**src/rtl/serial_comparator_lsb.sv**
```systemverilog
// serial_comparator_lsb: LSB-first bit-serial magnitude comparator with start/ready/valid handshake
module serial_comparator_lsb #(
  parameter int WIDTH = 8,
  parameter bit SIGNED = 0
) (
  input  logic             clk,
  input  logic             rst,
  input  logic             start,
  input  logic [WIDTH-1:0] A,
  input  logic [WIDTH-1:0] B,
  output logic             ready,
  output logic             busy,
  output logic             valid,
  output logic             Flout,
  output logic             Feout,
  output logic             Fgout
);
  localparam int CW = $clog2(WIDTH) + 1;
  typedef enum logic [1:0] {IDLE, RUN, DONE} state_t;
  state_t state_q, state_d;
  logic [WIDTH-1:0] sa_q, sa_d, sb_q, sb_d;
  logic [CW-1:0] cnt_q, cnt_d;
  logic e_q, e_d, l_q, l_d, g_q, g_d;
  logic busy_q, busy_d, valid_q, valid_d;
  logic fl_q, fl_d, fe_q, fe_d, fg_q, fg_d;
  logic a, b, last, inv, ne, e_n, l_n, g_n;
  always_comb begin
    a = sa_q[0];
    b = sb_q[0];
    last = cnt_q == CW'(WIDTH - 1);
    inv = SIGNED && last;
    ne = a ^ b;
    e_n = e_q & ~ne;
    l_n = ne ? (inv ? a & ~b : ~a & b) : l_q;
    g_n = ne ? (inv ? ~a & b : a & ~b) : g_q;
    state_d = state_q;
    sa_d = sa_q;
    sb_d = sb_q;
    cnt_d = cnt_q;
    e_d = e_q;
    l_d = l_q;
    g_d = g_q;
    busy_d = busy_q;
    valid_d = valid_q;
    fl_d = fl_q;
    fe_d = fe_q;
    fg_d = fg_q;
    if (state_q == IDLE && start) begin
      state_d = RUN;
      sa_d = A;
      sb_d = B;
      cnt_d = '0;
      e_d = 1'b1;
      l_d = 1'b0;
      g_d = 1'b0;
      busy_d = 1'b1;
    end else if (state_q == RUN) begin
      sa_d = sa_q >> 1;
      sb_d = sb_q >> 1;
      cnt_d = cnt_q + CW'(1);
      e_d = e_n;
      l_d = l_n;
      g_d = g_n;
      if (last) begin
        state_d = DONE;
        busy_d = 1'b0;
        valid_d = 1'b1;
        fl_d = l_n;
        fe_d = e_n;
        fg_d = g_n;
      end
    end else if (state_q == DONE) begin
      state_d = IDLE;
      valid_d = 1'b0;
    end
  end
  always_ff @(posedge clk) begin
    if (rst) begin
      state_q <= IDLE;
      sa_q <= '0;
      sb_q <= '0;
      cnt_q <= '0;
      e_q <= 1'b1;
      l_q <= 1'b0;
      g_q <= 1'b0;
      busy_q <= 1'b0;
      valid_q <= 1'b0;
      fl_q <= 1'b0;
      fe_q <= 1'b0;
      fg_q <= 1'b0;
    end else begin
      state_q <= state_d;
      sa_q <= sa_d;
      sb_q <= sb_d;
      cnt_q <= cnt_d;
      e_q <= e_d;
      l_q <= l_d;
      g_q <= g_d;
      busy_q <= busy_d;
      valid_q <= valid_d;
      fl_q <= fl_d;
      fe_q <= fe_d;
      fg_q <= fg_d;
    end
  end
  assign ready = state_q == IDLE;
  assign busy = busy_q;
  assign valid = valid_q;
  assign Flout = fl_q;
  assign Feout = fe_q;
  assign Fgout = fg_q;
endmodule

```
**config.mk**
```make
export PLATFORM = sky130hd
export DESIGN_NAME = serial_comparator_lsb
export DESIGN_NICKNAME = d
export VERILOG_FILES = /design/src/rtl/serial_comparator_lsb.sv
export SDC_FILE = /design/constraint.sdc
export NUM_CORES = 1
export LEC_CHECK = 0
export CAP_MARGIN = 20
export CELL_PAD_IN_SITES_DETAIL_PLACEMENT = 0
export CELL_PAD_IN_SITES_GLOBAL_PLACEMENT = 1
export CORE_ASPECT_RATIO = 0.6
export CORE_UTILIZATION = 30
export DETAILED_ROUTE_END_ITERATION = 8
export PLACE_DENSITY = 0.72
export REMOVE_ABC_BUFFERS = 1
export SETUP_SLACK_MARGIN = 0.3
export SLEW_MARGIN = 40
export SYNTH_ARGS = -nofsm -noshare
export SYNTH_HDL_FRONTEND = slang
export SYNTH_SLANG_ARGS = --single-unit
```
**constraint.sdc**
```tcl
create_clock -name clk -period 1.95 [get_ports clk]
set_input_delay 0.4875 -clock clk [delete_from_list [all_inputs] [get_ports clk]]
set_output_delay 0.4875 -clock clk [all_outputs]
set_load 0.1 [all_outputs]
```
# --- After elaboration in Yosys (flattened, before gate mapping) ---
# Cells that the tools add are included.
totals:
  register_bits: 30
  inputBits: 19
  out_inout_bits: 6
  wordCells: 55
op_classes:
  n_addsub: 1
  n_eq_ne: 5
  mux: 16
  bitwise_logic: 8
  n_reduce_logical: 12
ops:
  columns: ["op", "count"]
  rows:
  - ["$mux W8", 4]
  - ["$mux W1", 9]
  - ["$mux W2", 3]
  - ["$reduce_and A2 Y1", 3]
  - ["$reduce_and A3 Y1", 2]
  - ["$reduce_bool A2 Y1", 3]
  - ["$add A4 B1 Y4 const B", 1]
  - ["$eq A4 B3 Y1 const B", 1]
  - ["$not A1 Y1", 4]
  - ["$and A1 B1 Y1", 3]
  - ["$ne A3 B3 Y1 const B", 1]
  - ["$reduce_bool A3 Y1", 1]
  - ["$eq A2 B1 Y1 const B", 1]
  - ["$eq A2 B2 Y1 const B", 1]
  - ["$logic_not A2 Y1", 1]
  - ["$ne A2 B2 Y1 const B", 1]
  - ["$reduce_or A2 Y1", 1]
  - ["$logic_and A1 B1 Y1", 1]
  - ["$xor A1 B1 Y1", 1]

# --- Longest topological paths before layout ---
# Gate-level depths: netlist of run 1.
depth:
  word_depth: 4
  mapped_depth: 7
  mapped_depth_nobuf: 5

# --- Worst setup path before layout of run 1 ---
# OpenSTA, ideal clock, no wires.
synth_timing:
  path_type: "register to register"
  from: "reg state_q[1]"
  to: "reg e_q"
  setup_time_ps: 70
  arrival_time_ps: 1900
  required_time_ps: 1880
  path_slack_ps: -21
  stages_incl_launch_ff: 7
  period_less_slack_ps: 1971
  cell_sequence: "dfxtp_1 inv_1 ha_1 nand2_1 nand2b_1 clkbuf_1 o21bai_1"
synth_between:
  elab_chain_len: 3
synth_rtl:
  columns: ["item", "line", "text"]
  rows:
  - ["start, declared", "20", "state_t state_q, state_d;"]
  - ["start signal, assigned", "92", "state_q <= state_d;"]
  - ["$logic_not A2 Y1", null, null]
  - ["named net ready", "11", "output logic ready,"]
  - ["$logic_and A1 B1 Y1", "48", "if (state_q == IDLE && start) begin"]
  - ["$reduce_or A2 Y1 (no line)", null, null]
  - ["end signal, assigned", "83", "e_q <= 1'b1;"]
  - ["end signal, assigned", "96", "e_q <= e_d;"]
  - ["end, declared", "23", "logic e_q, e_d, l_q, l_d, g_q, g_d;"]
# The timed path passes the listed nets, and every way through them passes these cells.
# A chain may end at the register's enable or synchronous reset.

# --- Worst setup path after layout of run 1 ---
layout_timing:
  from: "reg state_q[0]"
  to: "out ready"
layout_between:
  elab_chain_len: 1
layout_rtl:
  columns: ["item", "line", "text"]
  rows:
  - ["$logic_not A2 Y1", "106", "assign ready = state_q == IDLE;"]
  - ["end, declared", "11", null]
# No other way between the ends.

==> results of run 1 <==
==> worst min-delay path, delay by kind of cell (launching register included) <==
kind	cells	cell delay (ps)
DFF	1	310
AOI/OAI and AO/OA	1	60
buffers and inverters	1	50
==> worst min-delay path by stage <==
stage,cells after the start,slack (ps),endpoint
floorplan,2,440,e_q
CTS,2,460,e_q
finish,2,460,e_q
detailed placement,2,450,e_q
global placement,2,450,e_q
global route,2,490,e_q
==> area by class of cell <==
| cell class | instances | area, um2 |
|---|---|---|
| sequential | 30 | 602 |
| timing repair buffer | 29 | 338 |
| inverter | 5 | 18.8 |
| multi-input combinational | 99 | 696 |
| fill | 436 | 2430 |
| tap | 60 | 75.1 |
| clock buffer | 7 | 76.3 |
==> state kept, by name (all words and copies together), names as in the netlist, 2 cells and up <==
register  count
sa_q          8
sb_q          8
cnt_q         4
state_q       2
==> cell usage in the layout (no fill, tap or decap), drive strengths merged <==
cell type      instances
a211oi                14
a21oi                  8
and2                   1
and3b                  1
buf                   11
clkbuf                 7
clkdlybuf4s50         18
dfxtp                 30
ha                     6
inv                    5
mux2i                 19
nand2                  5
nand2b                 3
nand3                  1
nand3b                 2
nand4                  1
nand4b                 1
nor2                  22
nor2b                  2
nor3                   2
o21ai                  4
o21bai                 1
or3                    3
xnor2                  1
xor2                   2
==> cell usage after synthesis <==
cell type	number
buf_4	3
a21oi_1	8
buf_1	1
mux2i_1	19
o21ai_0	4
or3_1	3
nand4b_4	1
nor2b_1	2
clkbuf_1	5
xor2_1	2
xnor2_1	1
a211oi_1	14
buf_6	1
ha_1	6
o21bai_1	1
nand3b_1	2
dfxtp_1	30
nand2_1	5
and3b_1	1
and2_1	1
nand3_1	1
nor2_1	22
inv_1	5
nand2b_1	3
nor3_1	2
nand4_1	1
==> metal layers <==
| metal | up-vias | routed length [um] |
|---|---|---|
| li1 | 548 | - |
| met1 | 474 | 1480 |
| met2 | 22 | 1170 |
| met3 | 5 | 111 |
| met4 | 0 | 30 |
| met5 | - | 0 |
==> cell families (layout without fill, tap and decap cells) <==
| family | count (synthesis) | count (layout) |
|---|---|---|
| AOI/OAI and AO/OA | 27 | 27 |
| xor gates and xnor gates | 3 | 3 |
| adders and majority gates | 6 | 6 |
| buffers and inverters | 15 | 41 |
| DFF | 30 | 30 |
| muxes | 19 | 19 |
| and+or+nand+nor | 44 | 44 |
==> stage by stage <==
step            util  instance area, um2  setup slack [ps]  power, W  TNS, ps
4_1_cts        0.425                1800               317   0.00139        0
2_1_floorplan      -                1310              -576  0.000830   -11240
3_3_place_gp   0.407                1720               211  0.000924        0
5_1_grt        0.426                1810               326   0.00145        0
3_5_place_dp   0.407                1720               170  0.000931        0
6_report       0.426                1810               389   0.00137        0
==> power by group <==
group / total [W] / internal, W / switching (W)
clock: 0.000449 / 0.000245 / 0.000205
combinational: 0.000245 / 0.000119 / 0.000126
sequential: 0.000673 / 0.000651 / 0.0000223
==> what timing repair did <==
item,in CTS,in global routing
setup buffers,0,0
setup endpoints to repair,0,2
hold buffers,0,0
resized for setup,0,3
==> out/qor.csv, run 1 <==
metric,value,unit
syn-cell-area,0.00137,mm2
busiest_layer,met2,
grt_pass1_wl,4710,um
powerDensity,757,mW/mm2
post-dp-hpwl,2030,um
insertedDiodeCount,0,
timing.rr.start,sa_q[0],
cts_buffers,5,
peakVddDrop,0.357,mV
use_met3,0.0468,
critPathTopFamily,flip-flops,
tightestPinTransition,321,ps
r2r-end,Fgout,
fmax,641,MHz
hold_viol,0,
hp-class,flip-flop to flip-flop,
syn_inst,144,
cts-htree-levels,2,
portBuffers,24,
hold_slack,459,ps
met1_usage,0.178,
synthAdderAreaFrac,0.0549,
cts-root-buf,clkbuf_8,
setup_viol,0,
drive_gt1_frac,0.118,
synth_top_family_by_area,simple AND/OR/NAND/NOR gates,
track_usage,0.137,
post-route-period-util,0.800,
power.leakage,0.715,nW
dieArea,0.00484,mm2
cp-endpoint,ready,
clockBufferDepth,2,
synth_compound_area_frac,0.126,
drc_errors,0,
ant_nets,0,
final_nets,195,
via_per_inst,4.56,
clk_latency,270,ps
critical_path.startpoint,state_q[0],
rrSetupSlack,490,ps
gr-usage-met2,0.202,
routedWlPerCell,12.1,um
status,finished clean,
yosysSeqAreaShare,0.440,
max_stage_delay,320,ps
required,1460,ps
slew_violations,0,
antenna_found_initial,0,
cp_num_buf_inv,2,
hp-start,e_q,
clkSinkCount,30,
yosysWarnings,0,
min_period,1560,ps
num_rows,18,
yosysTopAreaCell,dfxtp_1,
rsz0062_at_grt,no,
die_width,89.1,um
end_kind,output port,
path_cells,inv_1 > ha_2 > buf_12,
final_cell_count_no_fill,230,
muxShareOfSynthArea,0.139,
area_growth,32.1,%
start_util,0.323,
cp.depth,3,
grt_pass1_vias,1028,
placed_cells,223,
cts_tree,built,
synth_area_leaders,"dfxtp_1 (44%), mux2i_1 (14%), a211oi_1 (7.7%)",
max_slew_margin,0.786,
maxCapViolCount,0,
synth_xor_area_frac,0.0192,
die_h,54.3,um
synth-simple-area-share,0.166,
avgSynthCellArea,9.49,um2
ys_types,26,
place_congestion,0.749,
slowest_stage,dfxtp_1,
clk_pin_slew,60,ps
io_pins,25,
skew,4.73,ps
critPathLaunchType,flip-flop,
criticalPathCategory,flip-flop to output port,
synth_top_cell_area_share,0.440,
grt-ovfl-total,0,
drt-total-wl,2790,um
reg2reg_depth,5,
drt_iter0_drc,25,
vias,1049,
grt_max_degree,23,
ys_seq_elements,30,
cp.arrival,1070,ps
coreArea,0.00423,mm2
drtPass1Iterations,4,
crit_fanout,3,
No activity file was read; power rests on OpenSTA's default activity.
==> inputs of run 2 (changes only) <==
--- a/config.mk
+++ b/config.mk
@@ -11,7 +11,7 @@
 export CORE_ASPECT_RATIO = 0.6
 export CORE_UTILIZATION = 30
 export DETAILED_ROUTE_END_ITERATION = 8
-export PLACE_DENSITY = 0.72
+export PLACE_DENSITY = 0.74
 export REMOVE_ABC_BUFFERS = 1
 export SETUP_SLACK_MARGIN = 0.3
 export SLEW_MARGIN = 40
==> constraint.sdc (replaced) <==
create_clock -name clk -period 1.35 [get_ports clk]
set_input_delay 0.3375 -clock clk [delete_from_list [all_inputs] [get_ports clk]]
set_output_delay 0.3375 -clock clk [all_outputs]
set_load 0.1 [all_outputs]
==> run 2 against run 1 <==
  * Non-clock buffer count up 23
  * Largest power group is now the clock network
  * The flow now finishes with violations (setup timing)
  * Clock skew up 5.7 ps
  * Worst setup slack worse by 470 ps
==> out/qor.csv, run 2 (synthesis gave the netlist of run 1 again) <==
metric,value,unit,change
clockBufferDepth,2,,unchanged
coreArea,0.00423,mm2,unchanged
powerDensity,1140,mW/mm2,was 757 mW/mm2
placed_cells,234,,was 223
mostFrequentLayoutCell,dfxtp_1,,unchanged
grt-ovfl-total,0,,unchanged
hold_slack,464,ps,was 459 ps
cts_tree,built,,unchanged
min_period,1430,ps,
cts_buffers,5,,unchanged
setup_tns,-290,ps,was 0 ps
cts_hold_buf,0,,unchanged
cts-root-buf,clkbuf_8,,unchanged
insertedDiodeCount,0,,unchanged
place_congestion,0.744,,was 0.749
hold_viol,0,,unchanged
final_cell_count_no_fill,254,,was 230
fin_ws,-83.1,ps,was 389 ps
vias,1187,,was 1049
p_int,0.00207,W,was 0.00101 W
slowest_stage,dfxtp_4,,was dfxtp_1
skew,10.4,ps,was 4.73 ps
pre_cts_ws,-205,ps,was 170 ps
status,"complete, but fails checks",,was finished clean
track_usage,0.155,,was 0.137
drc_errors,0,,unchanged
die_h,54.3,um,unchanged
critPathLaunchType,flip-flop,,unchanged
portBuffers,24,,unchanged
start_util,0.323,,unchanged
drt-total-wl,3530,um,was 2790 um
power.leakage,0.943,nW,was 0.715 nW
setup_viol,9,,was 0
grt_pass1_wl,5400,um,was 4710 um
violations,setup timing,,
criticalPathCategory,flip-flop to output port,,unchanged
fmax,698,MHz,
routedWlPerCell,13.9,um,was 12.1 um
clockPowerShare,0.416,,was 0.329
drtPass1Iterations,4,,unchanged
rsz0062_at_grt,yes,,was no
crit_fanout,3,,unchanged
end_kind,output port,,unchanged
antenna_found_initial,0,,unchanged
swShare,0.240,,was 0.258
clk_pin_slew,70,ps,was 60 ps
final_nets,218,,was 195
maxCapViolCount,0,,unchanged
cp.arrival,1100,ps,was 1070 ps
dieArea,0.00484,mm2,unchanged
drt_iter0_drc,14,,was 25
slew_violations,0,,unchanged
hp-class,flip-flop to flip-flop,,unchanged
post-dp-hpwl,2130,um,was 2030 um
io_pins,25,,unchanged
path_cells,inv_2 > ha_4 > buf_6 > buf_12,,was inv_1 > ha_2 > buf_12
die_width,89.1,um,unchanged
grt_pass1_vias,1176,,was 1028
most-common-layout-cells,"dfxtp_1 (23), mux2i_1 (17), clkdlybuf4s50_1 (17)",,"was dfxtp_1 (29), nor2_1 (22), mux2i_1 (19)"
post-route-period-util,1.06,,
grt_max_degree,15,,was 23
top_regs,"sa_q x8, sb_q x8, cnt_q x4",,unchanged
peakVddDrop,0.457,mV,was 0.357 mV
clk_latency,280,ps,was 270 ps
area_growth,74.8,%,was 32.1%
max_slew_margin,0.834,,was 0.786
cts-htree-levels,2,,unchanged
power_frac_comb,0.225,,was 0.179
clkSinkCount,30,,unchanged
tightestPinTransition,247,ps,was 321 ps
seqPwrFrac,0.359,,was 0.492
via_per_inst,4.67,,was 4.56
ant_nets,0,,unchanged
power.switching,0.000654,W,was 0.000353 W
num_rows,18,,unchanged
required,1010,ps,was 1460 ps
max_stage_delay,350,ps,was 320 ps
drive_gt1_frac,0.454,,was 0.118
## run 2: cell count changes in the layout (fill, tap and decap cells not counted), sizes merged
cell | before | now
bufinv | 0 | 2
buf | 11 | 33
clkdlybuf4s50 | 18 | 17
dlygate4sd2 | 0 | 1
## run 2: stage by stage
stage	utilization	instance area (um2)	power (W)
3_5_place_dp	0.429	1820	0.00138
3_3_place_gp	0.429	1820	0.00137
6_report	0.564	2390	0.00272
4_1_cts	0.515	2180	0.00265
2_1_floorplan	-	1310	0.00120
5_1_grt	0.564	2390	0.00282
## run 2: layout make-up
| type | instances | area, um2 |
|---|---|---|
| Sequential cell | 30 | 612 |
| Timing Repair Buffer | 52 | 651 |
| Clock buffer | 6 | 82.6 |
| Inverter | 5 | 21.3 |
| Clock inverter | 2 | 60.1 |
| Multi-Input combinational cell | 99 | 887 |
| Tap cell | 60 | 75.1 |
| Fill cell | 362 | 1850 |
## run 2: final timing paths
kind	start	end	slack, ps	cells after the start
hold reg to reg	e_q	e_q	460	2
hold / removal	e_q	e_q	460	2
setup / recovery	state_q[0]	ready	-80	4
setup reg to reg	state_q[0]	Fgout	-60	6
## run 2: repair_timing
action / in CTS / in global routing
pin swaps: 2 / 20
hold endpoints to repair: 0 / 0
endpoints found under the setup margin: 36 / 36
resized for setup: 35 / 36
buffers inserted: 3 / 6
gates cloned: 2 / 1
## run 2: power groups by stage
stage          clock network (W)  logic, W  registers [W]
3_3_place_gp                   0  0.000384       0.000989
5_1_grt                  0.00119  0.000649       0.000984
3_5_place_dp                   0  0.000393       0.000992
6_report                 0.00113  0.000614       0.000979
2_1_floorplan                  0  0.000198        0.00100
4_1_cts                  0.00115  0.000516       0.000975
## run 2: routing by layer
layer | part of all wire | up-vias | GRT usage
met5 | 0 | - | 0
met4 | 0.0077 | 0 | 0.0741
met3 | 0.031 | 2 | 0.0377
met2 | 0.47 | 20 | 0.262
met1 | 0.49 | 569 | 0.189
li1 | - | 596 | -
## run 2: critical path: cells and delay by family (launching register included)
kind / cells / cell delay [ps]
fa+ha+maj: 1 / 150
buf+inv: 3 / 310
flops: 1 / 350
